`src/rtl/btn_debounce_pulse_if.sv`:
```
//==============================================================================
// Module      : btn_debounce_pulse_if
// Description : Raw button pin plus conditioned level/pulse outputs for one button.
// Revision    : 1.0 - initial release
//==============================================================================
`timescale 1ns/1ps
`default_nettype none

interface btn_debounce_pulse_if;
  logic btn_raw;
  logic btn_level;
  logic press_pulse;
  logic release_pulse;
  logic long_pulse;
  logic repeat_pulse;

  // master: the conditioner; slave: the pin source and pulse consumers
  modport master (
    input  btn_raw,
    output btn_level,
    output press_pulse,
    output release_pulse,
    output long_pulse,
    output repeat_pulse
  );

  modport slave (
    output btn_raw,
    input  btn_level,
    input  press_pulse,
    input  release_pulse,
    input  long_pulse,
    input  repeat_pulse
  );
endinterface

`default_nettype wire

```
`src/rtl/btn_debounce_pulse.sv`:
```
//==============================================================================
// Module      : btn_debounce_pulse
// Description : Synchronise, debounce and pulse-encode one panel button.
// Revision    : 1.0 - initial release
//==============================================================================
`timescale 1ns/1ps
`default_nettype none

module btn_debounce_pulse #(
  parameter int DEBOUNCE_CYCLES = 20,
  parameter int LONG_CYCLES     = 1000,
  parameter int REPEAT_CYCLES   = 250,
  parameter int CNT_W           = 16
) (
  input  logic                  clk,
  input  logic                  rst_n,
  btn_debounce_pulse_if.master  btn
);

  localparam logic [CNT_W-1:0] c_one       = CNT_W'(1);
  localparam logic [CNT_W-1:0] c_db_last   = CNT_W'(DEBOUNCE_CYCLES - 1);
  localparam logic [CNT_W-1:0] c_long_last = CNT_W'(LONG_CYCLES - 1);
  localparam logic [CNT_W-1:0] c_rep_last  = CNT_W'(REPEAT_CYCLES - 1);
  localparam bit               c_rep_en    = (REPEAT_CYCLES != 0);

  typedef enum logic [1:0] {
    ST_IDLE       = 2'd0,
    ST_DB_PRESS   = 2'd1,
    ST_HELD       = 2'd2,
    ST_DB_RELEASE = 2'd3
  } state_t;

  state_t           r_state;
  logic             r_sync1;
  logic             r_sync2;
  logic [CNT_W-1:0] r_db_cnt;
  logic [CNT_W-1:0] r_hold_cnt;
  logic [CNT_W-1:0] r_rep_cnt;
  logic             r_long_done;
  logic             r_level;
  logic             r_press;
  logic             r_release;
  logic             r_long;
  logic             r_repeat;

  always_ff @(posedge clk or negedge rst_n) begin
    if (!rst_n) begin
      r_state     <= ST_IDLE;
      r_sync1     <= 1'b0;
      r_sync2     <= 1'b0;
      r_db_cnt    <= '0;
      r_hold_cnt  <= '0;
      r_rep_cnt   <= '0;
      r_long_done <= 1'b0;
      r_level     <= 1'b0;
      r_press     <= 1'b0;
      r_release   <= 1'b0;
      r_long      <= 1'b0;
      r_repeat    <= 1'b0;
    end else begin
      r_sync1   <= btn.btn_raw;
      r_sync2   <= r_sync1;
      r_press   <= 1'b0;
      r_release <= 1'b0;
      r_long    <= 1'b0;
      r_repeat  <= 1'b0;

      case (r_state)
        ST_IDLE: begin
          if (r_sync2) begin
            r_state  <= ST_DB_PRESS;
            r_db_cnt <= c_one;
          end
        end

        ST_DB_PRESS: begin
          if (!r_sync2) begin
            r_state <= ST_IDLE;
          end else if (r_db_cnt == c_db_last) begin
            r_state     <= ST_HELD;
            r_press     <= 1'b1;
            r_level     <= 1'b1;
            r_hold_cnt  <= '0;
            r_long_done <= 1'b0;
          end else begin
            r_db_cnt <= r_db_cnt + c_one;
          end
        end

        ST_HELD: begin
          // A falling sync wins over any long/repeat pulse due this cycle
          if (!r_sync2) begin
            r_state  <= ST_DB_RELEASE;
            r_db_cnt <= c_one;
          end else begin
            if (r_hold_cnt != '1) begin
              r_hold_cnt <= r_hold_cnt + c_one;
            end
            if (r_hold_cnt == c_long_last && !r_long_done) begin
              r_long      <= 1'b1;
              r_long_done <= 1'b1;
              r_rep_cnt   <= '0;
            end else if (r_long_done && c_rep_en) begin
              if (r_rep_cnt == c_rep_last) begin
                r_repeat  <= 1'b1;
                r_rep_cnt <= '0;
              end else begin
                r_rep_cnt <= r_rep_cnt + c_one;
              end
            end
          end
        end

        ST_DB_RELEASE: begin
          // Bounce back to HELD resumes the frozen hold/repeat counters
          if (r_sync2) begin
            r_state <= ST_HELD;
          end else if (r_db_cnt == c_db_last) begin
            r_state   <= ST_IDLE;
            r_release <= 1'b1;
            r_level   <= 1'b0;
          end else begin
            r_db_cnt <= r_db_cnt + c_one;
          end
        end

        default: r_state <= ST_IDLE;
      endcase
    end
  end

  assign btn.btn_level     = r_level;
  assign btn.press_pulse   = r_press;
  assign btn.release_pulse = r_release;
  assign btn.long_pulse    = r_long;
  assign btn.repeat_pulse  = r_repeat;

endmodule

`default_nettype wire
```
`src/flat_wrapper.sv`:
```
// flat-port wrapper written by rule: the top's interface ports become plain ports
module btn_debounce_pulse_flat 
#(
  parameter int DEBOUNCE_CYCLES = 20,
  parameter int LONG_CYCLES     = 1000,
  parameter int REPEAT_CYCLES   = 250,
  parameter int CNT_W           = 16
)
  (clk, rst_n, btn_btn_raw, btn_btn_level, btn_press_pulse, btn_release_pulse, btn_long_pulse, btn_repeat_pulse);
  btn_debounce_pulse_if btn_i ();
  input  logic clk;
  input  logic rst_n;
  input wire logic [$bits(btn_i.btn_raw)-1:0] btn_btn_raw;
  output wire logic [$bits(btn_i.btn_level)-1:0] btn_btn_level;
  output wire logic [$bits(btn_i.press_pulse)-1:0] btn_press_pulse;
  output wire logic [$bits(btn_i.release_pulse)-1:0] btn_release_pulse;
  output wire logic [$bits(btn_i.long_pulse)-1:0] btn_long_pulse;
  output wire logic [$bits(btn_i.repeat_pulse)-1:0] btn_repeat_pulse;
  assign btn_i.btn_raw = btn_btn_raw;
  assign btn_btn_level = btn_i.btn_level;
  assign btn_press_pulse = btn_i.press_pulse;
  assign btn_release_pulse = btn_i.release_pulse;
  assign btn_long_pulse = btn_i.long_pulse;
  assign btn_repeat_pulse = btn_i.repeat_pulse;
  btn_debounce_pulse #(.DEBOUNCE_CYCLES(DEBOUNCE_CYCLES), .LONG_CYCLES(LONG_CYCLES), .REPEAT_CYCLES(REPEAT_CYCLES), .CNT_W(CNT_W)) u_core (.clk(clk), .rst_n(rst_n), .btn(btn_i));
endmodule
```
`config.mk`:
```
export PLATFORM = sky130hd
export DESIGN_NAME = btn_debounce_pulse_flat
export DESIGN_NICKNAME = d
export VERILOG_FILES = /design/src/rtl/btn_debounce_pulse_if.sv /design/src/rtl/btn_debounce_pulse.sv /design/src/flat_wrapper.sv
export SDC_FILE = /design/constraint.sdc
export NUM_CORES = 1
export LEC_CHECK = 0
export BUFFER_PORTS_ARGS = -buffer_cell sky130_fd_sc_hd__buf_2
export CORE_ASPECT_RATIO = 0.6
export CORE_MARGIN = 1.5
export CORE_UTILIZATION = 32
export CTS_CLUSTER_SIZE = 10
export DETAILED_ROUTE_END_ITERATION = 10
export GPL_TIMING_DRIVEN = 0
export REMOVE_ABC_BUFFERS = 1
export SYNTH_ARGS = -nofsm -noshare
export SYNTH_HDL_FRONTEND = slang
export SYNTH_SLANG_ARGS = --single-unit
```
`constraint.sdc`:
```
create_clock -name clk -period 2.45 [get_ports clk]
set_input_delay 0.49 -clock clk [delete_from_list [all_inputs] [get_ports clk]]
set_output_delay 0.49 -clock clk [all_outputs]
set_load 0.01 [all_outputs]
```
==> summary.md, run 1 <==
| Metric | Value |
|---|---|
| CP top delay family | simple AND/OR/NAND/NOR gates |
| Register bit total from synthesis | 58 |
| Worst Path Buf+Inv | 1 |
| Drt total wl | 7510 um |
| Area of the mapped netlist | 0.00316 mm^2 |
| Number of antenna diodes | 0 |
| FP Rows | 27 |
| Synth area leaders | dfrtp_1 46%, a21oi_1 4.3%, nand2_1 3.8% |
| H-tree Lvls | 3 |
| First-pass GRT wire length | 12600 um |
| Adder-Cell Fraction of Synth Area | 0.0158 |
| Via Count | 2690 |
| Synth Warn # | 0 |
| I/O pin total | 8 |
| Outcome | finished clean |
| Die height | 80.0 um |
| Die span in x | 131 um |
| Initial Util | 0.337 |
| CP required | 2.66 ns |
| RR Startpoint | u_core.r_rep_cnt[1] |
| Max Freq | 0.432 GHz |
| Initial antenna violation count | 0 |
| Yosys top cell area share | 0.459 |
| GRT Total Usage | 0.156 |
| Clock Latency Late Sink | 0.33 ns |
| PortBufs | 7 |
| CTS Hold Bufs | 0 |
| Worst Path Max Fanout | 9 |
| Final Hold Vio Count | 0 |
| CTS buffer count | 9 |
| Cell variety after synth | 54 |
| Vias in the first global route | 2455 |
| DR pass1 iterations | 4 |
| Mean Syn Cell Area | 9.35 um^2 |
| Launch point of the worst path | u_core.r_rep_cnt[1] |
| Number of synthesized flops with an enable pin | 0 |
| Placed Cells | 463 |
| Crit path to | u_core.r_rep_cnt[15] |
| Slowest-stage cell, CP | or3b_2 |
| Layout cells sized above 1 | 0.109 |
| DR iter-0 viols | 295 |
| Worst slew pin tran | 1.22 ns |
| Top Registers | u_core.r_db_cnt: 16 flops, u_core.r_hold_cnt: 16 flops, u_core.r_rep_cnt: 16 flops |
| Num Clock Sinks | 58 |
| Arr. time, crit path | 2.53 ns |
| Antenna-violating nets left | 0 |
| Largest area contributor in the netlist | dfrtp_1 |
| Top_reg_cell synth | dfrtp_1 |
| CP Class | flip-flop to flip-flop |
| Congestion Overflow GR | 0 |
| DRC violations left | 0 |
| Stages on worst setup path | 7 |
| Cells after Synth | 338 |
| Setup crit start kind | flip-flop |
| Clock transition at the registers of the reported paths | 0.05 ns |
| Fin cells | 480 |
| Min-delay worst type | input pin to asynchronous set/reset pin |
| Async SR Flop Fraction | 1.00 |
| Simple-gate share of the synthesized area | 0.279 |
| VDD IR max | 343 uV |
| Fillers | 953 |
| P_leak | 1.47 nW |
| Xor/xnor share of the synthesized area | 0.0222 |
| Design Power | 2.64 mW |
| Pins Over Slew Limit | 0 |
| Placer Congestion | 0.848 |
| Mux cell area share after synthesis | 0.0162 |
| Worst Skew | 0.00789 ns |
| FF-to-FF setup slack | 0.13 ns |
| R2R depth | 7 |
| Power Dens Cells | 723 mW/mm^2 |
| Fin crit share | 0.945 |
| Area of the core | 0.00939 mm^2 |
| Final #Nets | 353 |
| TritonCTS clock tree | built |
| Largest net degree at the start of global routing | 59 |
| Max Root-Sink Buffers | 2 |
| DR WL/cell | 15.6 um |
| Max-cap violations | 0 |
| Crit path largest cell delay | 0.48 ns |
| Die area | 0.0105 mm^2 |
| Worst Hold Slack | 0.237 ns |
| P&R area growth vs syn | 15.3% |
| Max-Slew Margin vs Limit | 0.179 |
| Drt via density | 5.60 |
| Worst-path cell chain | inv_1, ha_1, or3b_2, nor4_4, nand2_2, a21oi_4, o21ba_1 |
| Unrepaired setup endpoints after global routing | false |
| Seq. cell area | 0.00145 mm^2 |
| DP Wirelength | 5140 um |
| Main combinational cell family by area after synthesis | simple AND/OR/NAND/NOR gates |
| Worst reg2reg endpoint | u_core.r_rep_cnt[15] |
| Clk root buf | clkbuf_16 |
| Crit. End Element | flip-flop |
| Seq/Total Area, Yosys | 0.459 |
| Final setup vio count | 0 |
| Synth Area in Compound Gates | 0.181 |
| Fin crit period | 2.32 ns |
| Area of the multi-input gates | 0.00164 mm^2 |
## layout make-up
class | instances | share of cell area
flip-flops and latches | 58 | 0.398
clock inverters | 2 | 0.00962
clock buffers | 13 | 0.0742
well taps | 130 | 0.0446
repair buffers | 9 | 0.0144
multi-input cells | 260 | 0.451
inverters | 8 | 0.00824
## metrics by stage
stage,worst slack [ns],area [um^2],TNS (ns),utilization
2_1_floorplan,0.241,3110,0,-
3_3_place_gp,-0.196,3300,-1.16,0.352
3_5_place_dp,-0.272,3300,-2.32,0.352
4_1_cts,0.0124,3630,0,0.386
5_1_grt,0.00837,3640,0,0.388
6_report,0.134,3640,0,0.388
## cell usage in the layout, fill, tap and decap left out, types with 5 or more instances in the layout
cell / synthesis / final
a21oi_1: 27 / 26
a22o_1: 7 / 7
a31oi_1: 8 / 8
buf_2: 7 / 6
clkbuf_16: 0 / 9
dfrtp_1: 58 / 58
inv_1: 8 / 8
nand2_1: 32 / 32
nand2b_1: 8 / 8
nand3_1: 18 / 18
nand4_1: 15 / 15
nor2_1: 23 / 23
nor4_1: 8 / 7
o21ai_0: 22 / 22
o31ai_1: 7 / 7
or3_1: 9 / 9
or4_1: 7 / 7
xor2_1: 5 / 5
## per-layer routing
layer	vias to the layer above	GRT usage	wire [um]
li1	1292	-	-
met1	1326	0.232	4130
met2	68	0.203	2950
met3	4	0.0527	377
met4	0	0.0567	61
met5	-	0	0
## synthesized netlist by cell type (all sizes together) (2+ instances only)
cell     number
inv           8
a31oi         8
nor4          9
xor2          5
o211ai        2
nand3b        3
xnor2         3
clkbuf        5
ha            4
nand4        16
nor2         23
o21a          3
nor3          4
o31ai         7
and3          5
nor3b         2
a21oi        28
or3          10
nand2b        8
a2bb2oi       2
a21boi        3
nand3        18
or4           9
buf           7
and4          4
mux2i         4
o21ai        22
dfrtp        58
a22o          7
nor4b         2
nand2        33
## where the power goes
part	leakage, nW	internal, mW	total, mW	switching, mW
logic	0.524	0.112	0.257	0.144
clock network	0.152	0.861	1.27	0.410
registers	0.792	1.01	1.11	0.0968
total	1.47	1.98	2.64	0.651
## cells by family after synthesis
logic type | after synthesis
AOI/OAI and AO/OA | 90
xor gates and xnor gates | 8
adders and majority gates | 4
buffers and inverters | 20
DFF | 58
muxes | 5
and+or+nand+nor | 153
## worst min-delay path by stage
stage                     slack, ns  cells after the start           start                         end
after floorplan                0.19                      0           rst_n  asynchronous set/reset pin
after global placement         0.34                      0  u_core.r_sync1              u_core.r_sync2
after detailed placement       0.35                      0  u_core.r_sync1              u_core.r_sync2
after CTS                      0.26                      1     btn_btn_raw              u_core.r_sync1
after global routing           0.27                      1     btn_btn_raw              u_core.r_sync1
final                          0.24                      1           rst_n        u_core.r_hold_cnt[6]
## timing repair
action	in CTS	in global routing
pin swaps	0	0
setup buffers	2	0
setup endpoints to repair	15	14
gates resized for setup	1	2
## worst register-to-register path, stage by stage, from the launching register on
cell and delay [ns]:
dfrtp_1 0.40, inv_1 0.11, ha_1 0.19, or3b_2 0.48, nor4_4 0.37, nand2_2 0.15
a21oi_4 0.30, o21ba_1 0.20
(Power assumes the default switching activity.)
==> inputs of run 2 (changes only) <==
--- a/config.mk
+++ b/config.mk
@@ -6,12 +6,14 @@
 export NUM_CORES = 1
 export LEC_CHECK = 0
 export BUFFER_PORTS_ARGS = -buffer_cell sky130_fd_sc_hd__buf_2
+export CAP_MARGIN = 20
 export CORE_ASPECT_RATIO = 0.6
 export CORE_MARGIN = 1.5
 export CORE_UTILIZATION = 32
 export CTS_CLUSTER_SIZE = 10
 export DETAILED_ROUTE_END_ITERATION = 10
 export GPL_TIMING_DRIVEN = 0
+export RECOVER_POWER = 50
 export REMOVE_ABC_BUFFERS = 1
 export SYNTH_ARGS = -nofsm -noshare
 export SYNTH_HDL_FRONTEND = slang
==> summary.md, run 2 (synthesis gave the netlist of run 1 again) <==
| Metric | Value |
|---|---|
| Met3 GRT Util | 0.0483 |
| Drt total wl | 7740 um |
| Hold path start | btn_btn_raw |
| Placer Congestion | 0.848 |
| DRC violations left | 0 |
| Fin cells | 485 |
| Layout cells sized above 1 | 0.124 |
| CP required | 2.66 ns |
| Die area | 0.0105 mm^2 |
| Initial antenna violation count | 0 |
| Area of the core | 0.00939 mm^2 |
| Max Freq | 0.427 GHz |
| Crit. End Element | flip-flop |
| Largest net degree at the start of global routing | 31 |
| GR peak layer | met1 |
| First-pass GRT wire length | 13000 um |
| Max Root-Sink Buffers | 2 |
| GR Util met2 | 0.214 |
| Number of antenna diodes | 0 |
| Die span in x | 131 um |
| P_leak | 1.49 nW |
| Arr. time, crit path | 2.56 ns |
| Clk root buf | clkbuf_16 |
| DP Wirelength | 5360 um |
| DR WL/cell | 16.0 um |
| Post-place instance area | 0.00334 mm^2 |
| DR pass1 iterations | 4 |
| Design Power | 2.58 mW |
| Fin crit share | 0.956 |
| Worst Skew | 0.00806 ns |
| TritonCTS clock tree | built |
| GRT Total Usage | 0.161 |
| Vias in the first global route | 2497 |
| CTS buffer count | 9 |
| Power Dens Cells | 700 mW/mm^2 |
| PortBufs | 7 |
| Most frequent cells in the layout | 58 x dfrtp_1, 32 x nand2_1, 26 x a21oi_1 |
| Die height | 80.0 um |
| Antenna-violating nets left | 0 |
| I/O pin total | 8 |
| Initial Util | 0.337 |
| Fillers | 959 |
| Top Registers | u_core.r_db_cnt: 16 flops, u_core.r_hold_cnt: 16 flops, u_core.r_rep_cnt: 16 flops |
| Hold depth | 1 |
| Final Cell Area | 0.00368 mm^2 |
| CTS Hold Bufs | 0 |
| Final setup vio count | 0 |
| Min-delay worst type | input pin to flip-flop |
| Congestion Overflow GR | 0 |
| GR Util met1 | 0.240 |
| FP Rows | 27 |
| DR iter-0 viols | 319 |
| Worst Path Max Fanout | 9 |
| Worst slew pin tran | 1.74 ns |
| Outcome | finished with violations |
| Clock Latency Late Sink | 0.33 ns |
| Final Hold Vio Count | 0 |
| RR Startpoint | u_core.r_rep_cnt[1] |
| Drt via density | 5.68 |
| Setup crit start kind | flip-flop |
| H-tree Lvls | 3 |
| CP Class | flip-flop to flip-flop |
| P&R area growth vs syn | 16.5% |
| Via Count | 2753 |
| Min-Delay Endpoint | u_core.r_sync1 |
| Final #Nets | 358 |
| Num Clock Sinks | 58 |
| Commonest non-fill, non-tap cell in the layout | dfrtp_1 |
| Placed Cells | 466 |
| Failing checks | capacitance limit, slew limit |
| Clock transition at the registers of the reported paths | 0.05 ns |
| Fin crit period | 2.34 ns |
| FF-to-FF setup slack | 0.11 ns |
| Pins Over Slew Limit | 30 |
| Max-cap violations | 1 |
| Max-Slew Margin vs Limit | -0.162 |
| VDD IR max | 320 uV |
| R2R depth | 8 |
| Worst reg2reg endpoint | u_core.r_rep_cnt[15] |
run 2: cell count changes in the layout (fill, tap and decap cells not counted):
| cell | previous run | this run |
|---|---|---|
| buf_4 | 3 | 5 |
| buf_12 | 0 | 1 |
| buf_6 | 0 | 1 |
| bufinv_16 | 1 | 0 |
| clkbuf_8 | 3 | 4 |
| clkinv_2 | 1 | 2 |
| nor3_1 | 4 | 3 |
| nor3_2 | 0 | 1 |
run 2: critical path, cell delays in order (launching register included):
cell	delay, ns
dfrtp_1	0.41
inv_1	0.12
ha_1	0.19
or3b_2	0.49
nor4_4	0.27
buf_4	0.18
nand2_2	0.08
a21oi_4	0.29
o21ba_1	0.20
run 2: layout make-up:
class	instances	area, um^2	share of cell area
Sequential cell	58	1450	0.394
Tap cell	130	163	0.0442
Clock inverter	2	10.0	0.00272
Timing Repair Buffer	14	103	0.0279
Clock buffer	13	280	0.0761
Multi-Input combinational cell	260	1650	0.447
Inverter	8	30.0	0.00815
run 2: how the worst max path moves through the flow:
stage	from	to	slack [ns]
after floorplan	u_core.r_state[0]	u_core.r_rep_cnt[14]	0.24
final	u_core.r_rep_cnt[1]	u_core.r_rep_cnt[15]	0.11
after detailed placement	u_core.r_state[0]	u_core.r_rep_cnt[14]	-0.12
after global routing	u_core.r_rep_cnt[1]	u_core.r_rep_cnt[15]	-0.01
after CTS	u_core.r_rep_cnt[1]	u_core.r_rep_cnt[15]	0.14
after global placement	u_core.r_hold_cnt[0]	u_core.r_rep_cnt[0]	-0.20
run 2: report_power, final:
part	internal (mW)	total, mW	leakage [nW]	switching (mW)
clock	0.783	1.20	0.147	0.421
combinational	0.120	0.266	0.552	0.146
sequential	1.01	1.11	0.792	0.0958
run 2: per-stage QoR:
step	hold WS (ns)	utilization	setup TNS (ns)	setup slack, ns
after floorplan	0.194	-	0	0.241
after global placement	0.339	0.352	-1.16	-0.196
after detailed placement	0.340	0.356	-0.355	-0.115
after CTS	0.235	0.389	0	0.138
after global routing	0.265	0.392	-0.0143	-0.0143
final	0.268	0.392	0	0.108
run 2: routing by layer:
layer,vias up,share of wire
li1,1301,-
met4,0,0.011
met1,1373,0.54
met3,9,0.056
met5,-,0
met2,70,0.40
run 2: timing repair:
action / 4_1_cts / 5_1_grt
pin swaps: 0 / 2
endpoints found under the setup margin: 6 / 8
resized for setup: 1 / 3
setup buffers: 2 / 2
hold endpoints to repair: 0 / 0
